--- src/rtl/alu_pkg.sv ---
// alu_pkg: shared ALU constants for shift op encodings, sequencer FSM states and default width
package alu_pkg;
    localparam int DEF_WIDTH = 8;
    localparam logic [1:0] OP_LSR = 2'b00;
    localparam logic [1:0] OP_ASR = 2'b01;
    localparam logic [1:0] OP_LSL = 2'b10;
    localparam logic [1:0] OP_ROR = 2'b11;
    localparam logic [1:0] S_IDLE  = 2'b00;
    localparam logic [1:0] S_SHIFT = 2'b01;
    localparam logic [1:0] S_DONE  = 2'b10;
endpackage

--- src/rtl/shift_sequencer_if.sv ---
// shift_sequencer_if: request and result bundle between the ALU execute path and the shift sequencer
interface shift_sequencer_if #(
    parameter int WIDTH = 8,
    parameter int AMT_W = $clog2(WIDTH) + 1
);
    logic             start;
    logic [1:0]       op;
    logic [AMT_W-1:0] amount;
    logic [WIDTH-1:0] data_in;
    logic             busy;
    logic             done;
    logic [WIDTH-1:0] result;
    logic             carry;
    logic             zero;
    modport master (output start, op, amount, data_in, input busy, done, result, carry, zero);
    modport slave  (input start, op, amount, data_in, output busy, done, result, carry, zero);
endinterface

--- src/rtl/shift_step.sv ---
// shift_step: combinational single-bit shift/rotate step with the bit shifted out
module shift_step
    import alu_pkg::*;
#(
    parameter int WIDTH = DEF_WIDTH
) (
    input  logic [WIDTH-1:0] din,
    input  logic [1:0]       op,
    output logic [WIDTH-1:0] dout,
    output logic             out_bit
);
    always_comb begin
        dout    = op == OP_LSL ? {din[WIDTH-2:0], 1'b0}
                : op == OP_ASR ? {din[WIDTH-1], din[WIDTH-1:1]}
                : op == OP_ROR ? {din[0], din[WIDTH-1:1]}
                :                {1'b0, din[WIDTH-1:1]};
        out_bit = op == OP_LSL ? din[WIDTH-1] : din[0];
    end
endmodule

--- src/rtl/shift_sequencer.sv ---
// shift_sequencer: multi-cycle shift/rotate unit applying one single-bit step per clock
module shift_sequencer
    import alu_pkg::*;
#(
    parameter int WIDTH = DEF_WIDTH,
    parameter int AMT_W = $clog2(WIDTH) + 1
) (
    input logic              clk,
    input logic              rst,
    shift_sequencer_if.slave bus
);
    logic [1:0]       state;
    logic [1:0]       opl;
    logic [AMT_W-1:0] count;
    logic [AMT_W-1:0] sat;
    logic [WIDTH-1:0] r;
    logic [WIDTH-1:0] nxt;
    logic             c;
    logic             nbit;
    shift_step #(.WIDTH(WIDTH)) u_step (.din(r), .op(opl), .dout(nxt), .out_bit(nbit));
    assign sat = bus.amount > AMT_W'(WIDTH) ? AMT_W'(WIDTH) : bus.amount;
    always_ff @(posedge clk) begin
        if (rst) begin
            state <= S_IDLE;
            r     <= '0;
            c     <= 1'b0;
            count <= '0;
            opl   <= OP_LSR;
        end else if (state == S_IDLE) begin
            if (bus.start) begin
                r     <= bus.data_in;
                c     <= 1'b0;
                count <= sat;
                opl   <= bus.op;
                state <= sat == '0 ? S_DONE : S_SHIFT;
            end
        end else if (state == S_SHIFT) begin
            r     <= nxt;
            c     <= nbit;
            count <= count - AMT_W'(1);
            state <= count == AMT_W'(1) ? S_DONE : S_SHIFT;
        end else begin
            state <= S_IDLE;
        end
    end
    assign bus.busy   = state != S_IDLE;
    assign bus.done   = state == S_DONE;
    assign bus.result = r;
    assign bus.carry  = c;
    assign bus.zero   = r == '0;
endmodule

--- src/flat_wrapper.sv ---
// flat-port wrapper written by rule: the top's interface ports become plain ports
module shift_sequencer_flat import alu_pkg::*;
#(
    parameter int WIDTH = DEF_WIDTH,
    parameter int AMT_W = $clog2(WIDTH) + 1
)
  (clk, rst, bus_start, bus_op, bus_amount, bus_data_in, bus_busy, bus_done, bus_result, bus_carry, bus_zero);
  shift_sequencer_if #(.WIDTH(WIDTH), .AMT_W(AMT_W)) bus_i ();
  input logic clk;
  input logic rst;
  input wire logic [$bits(bus_i.start)-1:0] bus_start;
  input wire logic [$bits(bus_i.op)-1:0] bus_op;
  input wire logic [$bits(bus_i.amount)-1:0] bus_amount;
  input wire logic [$bits(bus_i.data_in)-1:0] bus_data_in;
  output wire logic [$bits(bus_i.busy)-1:0] bus_busy;
  output wire logic [$bits(bus_i.done)-1:0] bus_done;
  output wire logic [$bits(bus_i.result)-1:0] bus_result;
  output wire logic [$bits(bus_i.carry)-1:0] bus_carry;
  output wire logic [$bits(bus_i.zero)-1:0] bus_zero;
  assign bus_i.start = bus_start;
  assign bus_i.op = bus_op;
  assign bus_i.amount = bus_amount;
  assign bus_i.data_in = bus_data_in;
  assign bus_busy = bus_i.busy;
  assign bus_done = bus_i.done;
  assign bus_result = bus_i.result;
  assign bus_carry = bus_i.carry;
  assign bus_zero = bus_i.zero;
  shift_sequencer #(.WIDTH(WIDTH), .AMT_W(AMT_W)) u_core (.clk(clk), .rst(rst), .bus(bus_i));
endmodule
--- config.mk ---
export PLATFORM = sky130hd
export DESIGN_NAME = shift_sequencer_flat
export DESIGN_NICKNAME = d
export VERILOG_FILES = /design/src/rtl/alu_pkg.sv /design/src/rtl/shift_sequencer_if.sv /design/src/rtl/shift_step.sv /design/src/rtl/shift_sequencer.sv /design/src/flat_wrapper.sv
export SDC_FILE = /design/constraint.sdc
export NUM_CORES = 1
export LEC_CHECK = 0
export BUFFER_PORTS_ARGS = -buffer_cell sky130_fd_sc_hd__clkbuf_2
export CAP_MARGIN = 20
export CORE_MARGIN = 2
export CORE_UTILIZATION = 50
export DETAILED_ROUTE_END_ITERATION = 10
export PLACE_DENSITY = 0.78
export SYNTH_ARGS = -nofsm -noshare
export SYNTH_HDL_FRONTEND = slang
export SYNTH_SLANG_ARGS = --single-unit
--- constraint.sdc ---
create_clock -name clk -period 1.6 [get_ports clk]
set_clock_uncertainty 0.1 [all_clocks]
set_input_delay 0.24 -clock clk [delete_from_list [all_inputs] [get_ports clk]]
set_output_delay 0.24 -clock clk [all_outputs]
set_load 0.1 [all_outputs]
=== Yosys cells after proc, flatten, opt, wreduce, memory -nomap -nowiden ===
Cells that the tools add are included.

* Flip-flop bits (word level): 17
* Input port bits: 17
* Output and inout port bits: 12

* Add/sub/neg operators: 1
* Order comparisons: 1
* Equal/unequal tests: 8
* Muxes and demuxes: 19
* Reduce and logical (&&, ||, !) cells: 8

{| class="wikitable"
|+ Operator list
! cell !! number
|-
| $mux 8 || 6
|-
| $mux 4 || 4
|-
| $mux 2 || 5
|-
| $logic_not 8->1 || 1
|-
| $eq 2x2->1 const B || 3
|-
| $eq 2x1->1 const B || 2
|-
| $eq 4x1->1 const B || 1
|-
| $gt 4x4->1 const B || 1
|-
| $logic_not 4->1 || 1
|-
| $mux 1 || 4
|-
| $reduce_and 2->1 || 2
|-
| $reduce_bool 2->1 || 2
|-
| $sub 4x1->4 const B || 1
|-
| $ne 3x2->1 const B || 1
|-
| $reduce_and 3->1 || 1
|-
| $logic_not 2->1 || 1
|-
| $ne 2x2->1 const B || 1
|}

=== Depth between registers and ports, before layout ===
Gate-level depths: netlist of the first run.

* Depth in word-level cells: 6
* Depth in mapped cells: 6
* Mapped depth without buffers: 5

=== Cells and area by module ===
From an unflattened synthesis of the first run, not the netlist that was laid out.

* Cells, all modules: 127
* Area, all modules: 1101.1 um^2

{| class="wikitable"
|+ Modules (own cells, without submodules)
! module !! instances !! cells each !! area an instance (um^2)
|-
| shift_sequencer || 1 || 114 || 943.4
|-
| shift_step || 1 || 13 || 157.7
|}

=== Worst setup path before layout of the first run ===
Ideal clock, no wire load.

* Kind: reg-to-output
* From: register u_core.r[0], in the netlist u_core.bus.result[0]
* To: output port bus_zero
* Arrival: 2569 ps
* Data required time: 1260 ps
* Slack: -1309 ps
* Cell stages (with the launch flop): 3
* Path buffers: 0
* Cell sequence: dfxtp_1 or4_1 nor2_1

* Cells in the longest elaborated chain, start to end: 1

{| class="wikitable"
|+ RTL lines
! what !! RTL line !! source
|-
| from (decl) || shift_sequencer.sv:16 || <nowiki>logic [WIDTH-1:0] r;</nowiki>
|-
| from (signal assigned) || shift_sequencer.sv:31 || <nowiki>r <= bus.data_in;</nowiki>
|-
| from (signal assigned) || shift_sequencer.sv:38 || <nowiki>r <= nxt;</nowiki>
|-
| $logic_not 8->1 || shift_sequencer.sv:50 || <nowiki>assign bus.zero = r == '0;</nowiki>
|-
| to (decl) || flat_wrapper.sv:19 || <nowiki>output wire logic [$bits(bus_i.zero)-1:0] bus_zero;</nowiki>
|}

Every way passes these cells.

=== Worst setup path after layout of the first run ===
Same ends and word-level chain as after synthesis.

==> impl_results.md, run 1 <==
* CTS tree: built
* Worst R2R Path Depth at 5
* Failing checks: negative setup slack
* P per Cell Area at 1070 mW/mm^2
* Final GP Congestion at 0.841
* Routed vias at 1006
* Final setup fails at 1
* Synth warn at 0
* Actual slew at the worst max-slew pin at 0.544 ns
* Fillers at 141
* 1st-pass router iterations at 4
* Post-synth EDFFs at 0
* Fin worst setup slack at -0.240 ns
* Total power at 1.40 mW
* Routed vias/inst at 5.59
* Antenna Diode Count at 0
* CORE AREA at 0.00178 mm^2
* Top-count cell post-synth: dfxtp_1
* Total gr overflow at 0
* RSZ-0062 raised after global routing: true
* Syn nets at 139
* Reg2Reg Setup Slack at 0.09 ns
* DRT Wirelength at 2500 um
* Register area share after synthesis at 35.0%
* Fin crit period at 1.84 ns
* Area share of the largest cell type after synthesis at 35.0%
* CP Max Fanout at 2
* Initial core utilization at 54.6%
* Max Cap Viol at 0
* I/O pins at 29
* CP startpoint kind: flip-flop
* Endpoint, Worst Hold: u_core.opl[1]$_SDFFE_PP0P_
* Largest net degree at the start of global routing at 19
* Syn Std Cell Area at 973 um^2
* CTS Sinks at 17
* Hold Crit Class: in -> reg
* Syn Inst Count at 120
* CP Data Arrival Time at 1.50 ns
* Worst r2r src: u_core.opl[0]$_SDFFE_PP0P_
* Maximum root-to-sink buffer count at 2
* Max Clock Freq at 543 MHz
* # port buffers at 28
* Final Cycle Share at 115%
* Async set-reset flop share out of synthesis at 0%
* HPWL after detailed placement at 1840 um
* Die Span X at 48.1 um
* Final nets at 175
* Final Hold Violating Endpoints at 0
* Terminus of the critical flop-to-flop path: u_core.bus.result[1]$_SDFFE_PP0P_
* Worst-Skew Late Latency at 0.30 ns
* Die H at 48.1 um
* First-pass GRT wire length at 3770 um
* Crit Path Class: reg -> out
* Clk slew on worst S/H paths at 0.10 ns
* CTS buffer count at 3
* Clk root buf: clkbuf_4
* Avg Cell Area, Syn at 8.11 um^2
* Max VDD drop at 0.000819 V
* Pins Over Slew Limit at 0
* Fraction of layout cells with a size suffix above 1 at 41.3%
* H-tree depth at 1
* LEAKAGE at 0.592 nW
* Outcome: complete, but fails checks
* Hold Crit Start: bus_op[1]
* Detailed router's first-iteration violation count at 25
* Area grow syn2layout at 33.5%
* Slew headroom at 63.9%
* Most used DFF post-synth: dfxtp_1
* Number of global-route vias before repair at 853
* Synth area leader: dfxtp_1
* Drt wl/cell at 13.9 um
* DRC at 0
* Worst EP required at 1.26 ns
* Placed cells at 172
* Site Rows at 15
* Dominant cells by area after synthesis: dfxtp_1, a21oi_1, mux2i_1, a211o_1, nor2_1
* Seq cells post-synth at 17
* Initial antenna violation count at 0
* Routed Antenna Nets at 0
* Worst hold stages at 3
* Most frequent cells after synthesis: dfxtp_1, a21oi_1, nor2_1
* Non-filler instance count after layout at 180
* Gr usage total at 23.8%
* Die ar. at 0.00232 mm^2
* Crit end category: output port
* Synth cell types at 35
per-layer routing:
layer | part of all wire, % | global-route usage, % | vias to the layer above | wire length, um
met1 | 43 | 29.3 | 465 | 1090
met5 | 0 | 0 | - | 0
met4 | 0.84 | 4.86 | 0 | 21
li1 | - | - | 503 | -
met2 | 49 | 40.5 | 34 | 1230
met3 | 6.5 | 8.15 | 4 | 163
layout by cell type (no fill, tap or decap), types with 4 or more instances in the layout:
| cell | count |
|---|---|
| nor2_1 | 11 |
| dfxtp_4 | 7 |
| a21oi_1 | 16 |
| mux2i_1 | 6 |
| clkbuf_2 | 22 |
| o21ai_0 | 5 |
| nand2_1 | 12 |
| inv_1 | 4 |
| buf_4 | 10 |
| a211o_1 | 6 |
| dfxtp_1 | 7 |
worst max-delay path by stage:
stage,slack [ns],to,from
finish,-0.24,bus_zero,u_core.bus.result[0]$_SDFFE_PP0P_
global route,-0.28,bus_zero,u_core.bus.result[6]$_SDFFE_PP0P_
CTS,-0.24,bus_zero,u_core.bus.result[0]$_SDFFE_PP0P_
detailed placement,0.07,bus_zero,u_core.bus.result[6]$_SDFFE_PP0P_
global placement,0.07,bus_zero,u_core.bus.result[6]$_SDFFE_PP0P_
floorplan,-0.26,bus_zero,u_core.bus.result[6]$_SDFFE_PP0P_
through the flow:
step / util, % / setup slack [ns] / hold WS [ns] / instance area [um^2] / TNS [ns]
global route: 72.9 / -0.278 / 0.0471 / 1300 / -0.278
global placement: 69.3 / 0.0706 / 0.371 / 1240 / 0
floorplan: - / -0.260 / 0.287 / 1020 / -0.260
CTS: 72.1 / -0.245 / 0.0658 / 1290 / -0.245
detailed placement: 69.3 / 0.0676 / 0.382 / 1240 / 0
finish: 72.9 / -0.240 / 0.0626 / 1300 / -0.240
cells by family (layout without fill, tap and decap cells):
logic type / count (synthesis) / in the layout / synth area share (%)
AND/OR/NAND/NOR: 44 / 44 / 22.9
multiplexers: 8 / 8 / 8.48
AO/OA/AOI/OAI: 36 / 36 / 23.8
buffers and inverters: 13 / 48 / 7.33
flip-flops: 17 / 17 / 35.0
adder cells (fa/ha/maj): 2 / 2 / 2.57
worst max-delay path, stage by stage, from the launching register on:
cell     delay, ns
dfxtp_4       0.35
or4_4         0.54
nor2_4        0.14
buf_12        0.18
state kept, by name (all words and copies together) (netlist names):
register	flops
u_core.bus.carry	1
u_core.bus.result	8
u_core.count	4
u_core.opl	2
u_core.state	2
area by class of cell:
cell class	count	area, um^2	share of cell area, %
Multi-Input combinational cell	90	587	45.1
Timing Repair Buffer	38	260	20.0
Inverter	6	25.0	1.92
Tap cell	25	31.3	2.41
Clock buffer	4	26.3	2.02
Sequential cell	17	370	28.5
repair_timing:
action	4_1_cts	5_1_grt
hold buffers	0	0
endpoints found under the setup margin	2	10
setup buffers	3	1
gates resized for setup	1	7
pin swaps	1	0
where the power goes:
group / leakage (nW) / switching [mW] / internal, mW
clock network: 0.0150 / 0.138 / 0.0974
logic: 0.431 / 0.435 / 0.209
registers: 0.146 / 0.0469 / 0.471
No activity file was read; power rests on OpenSTA's default activity.
==> run 2: changes to the inputs <==
- CORE_MARGIN: 2 -> 3
- CORE_UTILIZATION: 50 -> 51
- SYNTH_HIERARCHICAL: unset -> 1
==> impl_results.md, run 2 <==
* Outcome: complete, but fails checks (unchanged)
* Failing checks: negative setup slack (unchanged)
* Clk slew on worst S/H paths at 0.11 ns (was 0.10 ns)
* Site Rows at 16 (was 15)
* Syn Std Cell Area at 0.00110 mm^2 (was 973 um^2)
* Maximum root-to-sink buffer count at 2 (unchanged)
* Post-synth EDFFs at 0 (unchanged)
* Worst R2R Path Depth at 6 (was 5)
* DRT Wirelength at 2910 um (was 2500 um)
* Gr usage total at 23.4% (was 23.8%)
* Avg Cell Area, Syn at 8.67 um^2 (was 8.11 um^2)
* CORE AREA at 0.00200 mm^2 (was 0.00178 mm^2)
* Largest net degree at the start of global routing at 19 (unchanged)
* Placed cells at 184 (was 172)
* H-tree depth at 1 (unchanged)
* Number of global-route vias before repair at 1023 (was 853)
* Antenna Diode Count at 0 (unchanged)
* Drt wl/cell at 15.3 um (was 13.9 um)
* Fin Setup TNS at -0.260 ns (was -0.240 ns)
* Most used DFF post-synth: dfxtp_1 (unchanged)
* Worst r2r src: u_core/opl[1]$_SDFFE_PP0P_ (was u_core.opl[0]$_SDFFE_PP0P_)
* First-pass GRT wire length at 4670 um (was 3770 um)
* Endpoint, Worst Hold: u_core/opl[0]$_SDFFE_PP0P_ (was u_core.opl[1]$_SDFFE_PP0P_)
* Initial core utilization at 55.0% (was 54.6%)
* HPWL after detailed placement at 2050 um (was 1840 um)
* CTS Sinks at 17 (unchanged)
* Worst hold stages at 3 (unchanged)
* Area share of the largest cell type after synthesis at 30.9% (was 35.0%)
* Synth warn at 6 (was 0)
* CTS buffer count at 3 (unchanged)
* 1st-pass router iterations at 4 (unchanged)
* Terminus of the critical flop-to-flop path: u_core/bus.carry$_SDFFE_PP0P_ (was u_core.bus.result[1]$_SDFFE_PP0P_)
* Final GP Congestion at 0.850 (was 0.841)
* CP Data Arrival Time at 1.52 ns (was 1.50 ns)
* Top-count cell post-synth: nand2_1 (was dfxtp_1)
* Die H at 52.5 um (was 48.1 um)
* Clk root buf: clkbuf_4 (unchanged)
* CP startpoint kind: flip-flop (unchanged)
* Crit Path Class: reg -> out (unchanged)
* Initial antenna violation count at 0 (unchanged)
* Max Clock Freq at 538 MHz (was 543 MHz)
* Final nets at 184 (was 175)
* Synth area leader: dfxtp_1 (unchanged)
* CTS Hold Bufs at 0 (unchanged)
* Fin worst setup slack at -0.260 ns (was -0.240 ns)
* Fin Hold WS at 0.0562 ns (was 0.0626 ns)
* Max reg flops at 8 (unchanged)
* Cell area after placement at 0.00134 mm^2 (was 0.00124 mm^2)
* Synth cell types at 39 (was 35)
* Final Cycle Share at 116% (was 115%)
* Max Cap Viol at 0 (unchanged)
* Seq cells post-synth at 17 (unchanged)
* Total gr overflow at 0 (unchanged)
* Fin crit period at 1.86 ns (was 1.84 ns)
* Actual slew at the worst max-slew pin at 0.543 ns (was 0.544 ns)
* Commonest non-fill, non-tap cell in the layout: nand2_1 (was clkbuf_2)
* CTS tree: built (unchanged)
* Most frequent cells in the layout: nand2_1, clkbuf_2, nor2_1, buf_4, a21oi_1 (was clkbuf_2, a21oi_1, nand2_1, nor2_1, buf_4)
* Most frequent cells after synthesis: nand2_1, dfxtp_1, nor2_1 (was dfxtp_1, a21oi_1, nor2_1)
* Die ar. at 0.00275 mm^2 (was 0.00232 mm^2)
* Routed Antenna Nets at 0 (unchanged)
* Hold Crit Start: bus_op[0] (was bus_op[1])
* Register area share after synthesis at 30.9% (was 35.0%)
* Async set-reset flop share out of synthesis at 0% (unchanged)
* Post-route cell area at 0.00142 mm^2 (was 0.00130 mm^2)
* DRC at 0 (unchanged)
* Final Hold Violating Endpoints at 0 (unchanged)
* LEAKAGE at 0.630 nW (was 0.592 nW)
* Routed vias/inst at 5.58 (was 5.59)
* I/O pins at 29 (unchanged)
* # port buffers at 28 (unchanged)
* Syn nets at 146 (was 139)
* Slew headroom at 64.0% (was 63.9%)
* Dominant cells by area after synthesis: dfxtp_1, mux2_4, nand2_1, a311oi_1, nor2_1 (was dfxtp_1, a21oi_1, mux2i_1, a211o_1, nor2_1)
* Detailed router's first-iteration violation count at 11 (was 25)
* Area grow syn2layout at 28.9% (was 33.5%)
* Routed vias at 1065 (was 1006)
* Final setup fails at 1 (unchanged)
* P per Cell Area at 1020 mW/mm^2 (was 1070 mW/mm^2)
* Pins Over Slew Limit at 0 (unchanged)
* Reg2Reg Setup Slack at 0.14 ns (was 0.09 ns)
* Fraction of layout cells with a size suffix above 1 at 46.3% (was 41.3%)
* CP Max Fanout at 2 (unchanged)
* Worst-Skew Late Latency at 0.31 ns (was 0.30 ns)
* Hold Crit Class: in -> reg (unchanged)
* Syn Inst Count at 127 (was 120)
* Worst EP required at 1.26 ns (about the same)
* Max VDD drop at 0.000662 V (was 0.000819 V)
* Crit end category: output port (unchanged)
* Non-filler instance count after layout at 191 (was 180)
* RSZ-0062 raised after global routing: true (unchanged)
* Die Span X at 52.5 um (was 48.1 um)
run 2: cell types whose count changed in the layout (fill, tap and decap cells not counted), moves of 3 or more:
cell,delta
a21oi_1,-7
buf_6,+3
nand2_1,+11
a311oi_1,+6
mux2_4,+7
a211o_1,-5
clkbuf_2,-3
mux2i_1,-4
o21ai_0,-3
run 2: cell type report:
cell class              instances  area (um^2)
clock buffers                   3         22.5
clock inverters                 1         5.00
fillers                       160          583
inverters                       5         21.3
multi-input cells              97          669
flip-flops and latches         17          368
well taps                      27         33.8
repair buffers                 41          299
run 2: per-layer routing:
layer  routed length [um]  share of wire (%)  track usage [%]  up-vias
met4                   41                1.4             5.53        0
met5                    0                  0                0        -
li1                     -                  -                -      523
met1                 1190                 41             30.1      492
met2                 1460                 50             38.4       45
met3                  222                7.6             6.27        5
run 2: timing repair:
action | CTS | global route
setup endpoints to repair | 2 | 8
setup buffers | 1 | 2
pin swaps | 2 | 2
gates resized for setup | 6 | 8
run 2: metrics by stage:
step | worst slack [ns] | power [mW] | util, %
after floorplan | -0.292 | 1.02 | -
after global placement | 0.0424 | 1.15 | 66.9
after detailed placement | 0.0376 | 1.17 | 66.9
after CTS | -0.274 | 1.43 | 69.6
after global routing | -0.289 | 1.51 | 70.9
final | -0.260 | 1.44 | 70.9
run 2: worst max-delay path: stages, from the launching register on:
cell,delay (ns)
dfxtp_4,0.35
or4_4,0.55
nor2_4,0.14
buf_12,0.18
run 2: cell families (layout without fill, tap and decap cells):
group / count (synthesis) / count (layout) / share of synthesized area, %
AO/OA/AOI/OAI: 26 / 26 / 17.4
adder cells (fa/ha/maj): 2 / 2 / 2.27
buffers and inverters: 13 / 50 / 10.2
flip-flops: 17 / 17 / 30.9
multiplexers: 9 / 9 / 11.4
AND/OR/NAND/NOR: 60 / 60 / 27.8
run 2: how the worst max path moves through the flow:
| stage | from | to | cells past startpoint |
|---|---|---|---|
| CTS | u_core/bus.result[4]$_SDFFE_PP0P_ | bus_zero | 3 |
| finish | u_core/bus.result[0]$_SDFFE_PP0P_ | bus_zero | 3 |
| global placement | u_core/bus.result[7]$_SDFFE_PP0P_ | bus_zero | 3 |
| detailed placement | u_core/bus.result[7]$_SDFFE_PP0P_ | bus_zero | 3 |
| floorplan | u_core/bus.result[5]$_SDFFE_PP0P_ | bus_zero | 2 |
| global route | u_core/bus.result[7]$_SDFFE_PP0P_ | bus_zero | 3 |
run 2: power by group:
part	total [mW]	internal [mW]	switching (mW)
registers	0.511	0.471	0.0405
clock network	0.241	0.0935	0.148
logic	0.688	0.242	0.447
==> run 3: changes to the inputs <==
- PLACE_DENSITY: 0.78 -> 0.83
==> impl_results.md, run 3 (synthesized netlist as in run 2, its figures left out) <==
* Outcome: complete, but fails checks (unchanged)
* Failing checks: negative setup slack (unchanged)
* Site Rows at 16 (unchanged)
* Cell Int Power at 817 uW (was 806 uW)
* Crit Path Class: reg -> out (unchanged)
* CTS buffer count at 3 (unchanged)
* CP startpoint kind: flip-flop (unchanged)
* Reg area at 367 um^2 (was 368 um^2)
* Routed vias at 1106 (was 1065)
* LEAKAGE at 0.635 nW (was 0.630 nW)
* CORE AREA at 0.00200 mm^2 (unchanged)
* Drt wl/cell at 14.7 um (was 15.3 um)
* 1st-pass router iterations at 4 (unchanged)
* RSZ-0062 raised after global routing: true (unchanged)
* Crit end category: output port (unchanged)
* Total gr overflow at 0 (unchanged)
* Initial antenna violation count at 0 (unchanged)
* Endpoint, Worst Hold: u_core/bus.result[1]$_SDFFE_PP0P_ (was u_core/opl[0]$_SDFFE_PP0P_)
* Max Cap Viol at 0 (unchanged)
* Routed vias/inst at 5.73 (was 5.58)
* Switching portion of total power at 44.1% (about the same)
* Pins Over Slew Limit at 0 (unchanged)
* Die H at 52.5 um (unchanged)
* Hold Crit Class: in -> reg (unchanged)
* Commonest non-fill, non-tap cell in the layout: nand2_1 (unchanged)
* Detailed router's first-iteration violation count at 35 (was 11)
* Fin crit period at 1.85 ns (was 1.86 ns)
* Antenna Diode Count at 0 (unchanged)
* Routed Antenna Nets at 0 (unchanged)
* Initial core utilization at 55.0% (unchanged)
* Worst-Skew Late Latency at 0.31 ns (about the same)
* Max Clock Freq at 539 MHz (was 538 MHz)
* CP Data Arrival Time at 1.51 ns (was 1.52 ns)
* Die ar. at 0.00275 mm^2 (unchanged)
* Final nets at 186 (was 184)
* HPWL after detailed placement at 1980 um (was 2050 um)
* H-tree depth at 1 (unchanged)
* Gr usage total at 22.1% (was 23.4%)
* Final GP Congestion at 0.856 (was 0.850)
* DRC at 0 (unchanged)
* Final setup fails at 1 (unchanged)
* Comb power frac at 48.0% (was 47.8%)
* CP Max Fanout at 2 (unchanged)
* First-pass GRT wire length at 4510 um (was 4670 um)
* Placed cells at 182 (was 184)
* Die Span X at 52.5 um (unchanged)
* Reg power frac at 34.8% (was 35.5%)
* P per Cell Area at 1020 mW/mm^2 (about the same)
* Slew headroom at 63.4% (was 64.0%)
* Largest net degree at the start of global routing at 19 (unchanged)
* Clk root buf: clkbuf_4 (unchanged)
* Final Cycle Share at 116% (about the same)
* Worst EP required at 1.26 ns (about the same)
* Non-filler instance count after layout at 193 (was 191)
* CTS Hold Bufs at 0 (unchanged)
* DRT Wirelength at 2840 um (was 2910 um)
* CTS tree: built (unchanged)
* Worst hold stages at 3 (unchanged)
* Fin worst setup slack at -0.254 ns (was -0.260 ns)
* Maximum root-to-sink buffer count at 2 (unchanged)
* Fillers at 166 (was 160)
* Worst r2r src: u_core/opl[1]$_SDFFE_PP0P_ (unchanged)
* Terminus of the critical flop-to-flop path: u_core/bus.result[6]$_SDFFE_PP0P_ (was u_core/bus.carry$_SDFFE_PP0P_)
* Area of the multi-input gates at 664 um^2 (was 669 um^2)
* Final Hold Violating Endpoints at 0 (unchanged)
* Worst R2R Path Depth at 5 (was 6)
* Max reg flops at 8 (unchanged)
* # port buffers at 28 (unchanged)
* CTS Sinks at 17 (unchanged)
* Fraction of layout cells with a size suffix above 1 at 46.4% (was 46.3%)
* Hold Crit Start: bus_data_in[1] (was bus_op[0])
* Core Util, Final at 71.8% (was 70.9%)
* I/O pins at 29 (unchanged)
* Area grow syn2layout at 30.6% (was 28.9%)
* Clock network power share at 17.2% (was 16.7%)
* Clk slew on worst S/H paths at 0.11 ns (about the same)
* Max VDD drop at 0.000743 V (was 0.000662 V)
* Sw power at 643 uW (was 635 uW)
* Number of global-route vias before repair at 972 (was 1023)
* Dpl ws at 0.0328 ns (was 0.0376 ns)
* Reg2Reg Setup Slack at 0.12 ns (was 0.14 ns)
* Most frequent cells in the layout: nand2_1, clkbuf_2, buf_4, nor2_1, a21oi_1 (was nand2_1, clkbuf_2, nor2_1, buf_4, a21oi_1)
* Fin Hold WS at 0.0567 ns (was 0.0562 ns)
* Actual slew at the worst max-slew pin at 0.551 ns (was 0.543 ns)
[run 3: final cells by class]
class,instances,share of cell area [%]
Multi-Input combinational cell,97,46.2
Sequential cell,17,25.5
Timing Repair Buffer,43,22.2
Tap cell,27,2.35
Inverter,5,1.65
Clock buffer,3,1.57
Clock inverter,1,0.522
[run 3: per-layer routing]
layer  up-vias  share of wire (%)  track usage, %
met5         -                  0               0
met4         0              0.035            3.83
met3         2                5.4            5.98
met2        42                 51            38.0
met1       539                 43            27.7
li1        523                  -               -
[run 3: worst max path at each step]
stage / startpoint / endpoint / slack, ns / cells past startpoint
2_1_floorplan: u_core/bus.result[5]$_SDFFE_PP0P_ / bus_zero / -0.29 / 2
3_5_place_dp: u_core/bus.result[7]$_SDFFE_PP0P_ / bus_zero / 0.03 / 3
5_1_grt: u_core/bus.result[6]$_SDFFE_PP0P_ / bus_zero / -0.29 / 3
3_3_place_gp: u_core/bus.result[7]$_SDFFE_PP0P_ / bus_zero / 0.05 / 3
4_1_cts: u_core/bus.result[6]$_SDFFE_PP0P_ / bus_zero / -0.25 / 3
6_report: u_core/bus.result[6]$_SDFFE_PP0P_ / bus_zero / -0.25 / 3
[run 3: metrics by stage]
step,setup TNS (ns),area [um^2],power [mW]
final,-0.254,1440,1.46
after global routing,-0.292,1440,1.52
after CTS,-0.246,1420,1.45
after detailed placement,0,1340,1.16
after global placement,0,1340,1.15
after floorplan,-0.292,1130,1.02
[run 3: what timing repair did]
item,4_1_cts,5_1_grt
setup buffers,5,2
pin swaps,3,0
gates resized for setup,6,3
endpoints found under the setup margin,3,5
[run 3: worst max-delay path, stage by stage (launching register included)]
cell and delay, ns:
dfxtp_2 0.34, or4_4 0.54, nor2_4 0.14, buf_12 0.18
[run 3: power groups by stage]
stage | clock, mW | sequential [mW] | combinational [mW]
final | 0.251 | 0.508 | 0.700
after global routing | 0.272 | 0.514 | 0.738
after CTS | 0.258 | 0.507 | 0.687
after detailed placement | 0 | 0.520 | 0.643
after global placement | 0 | 0.516 | 0.630
after floorplan | 0 | 0.697 | 0.325
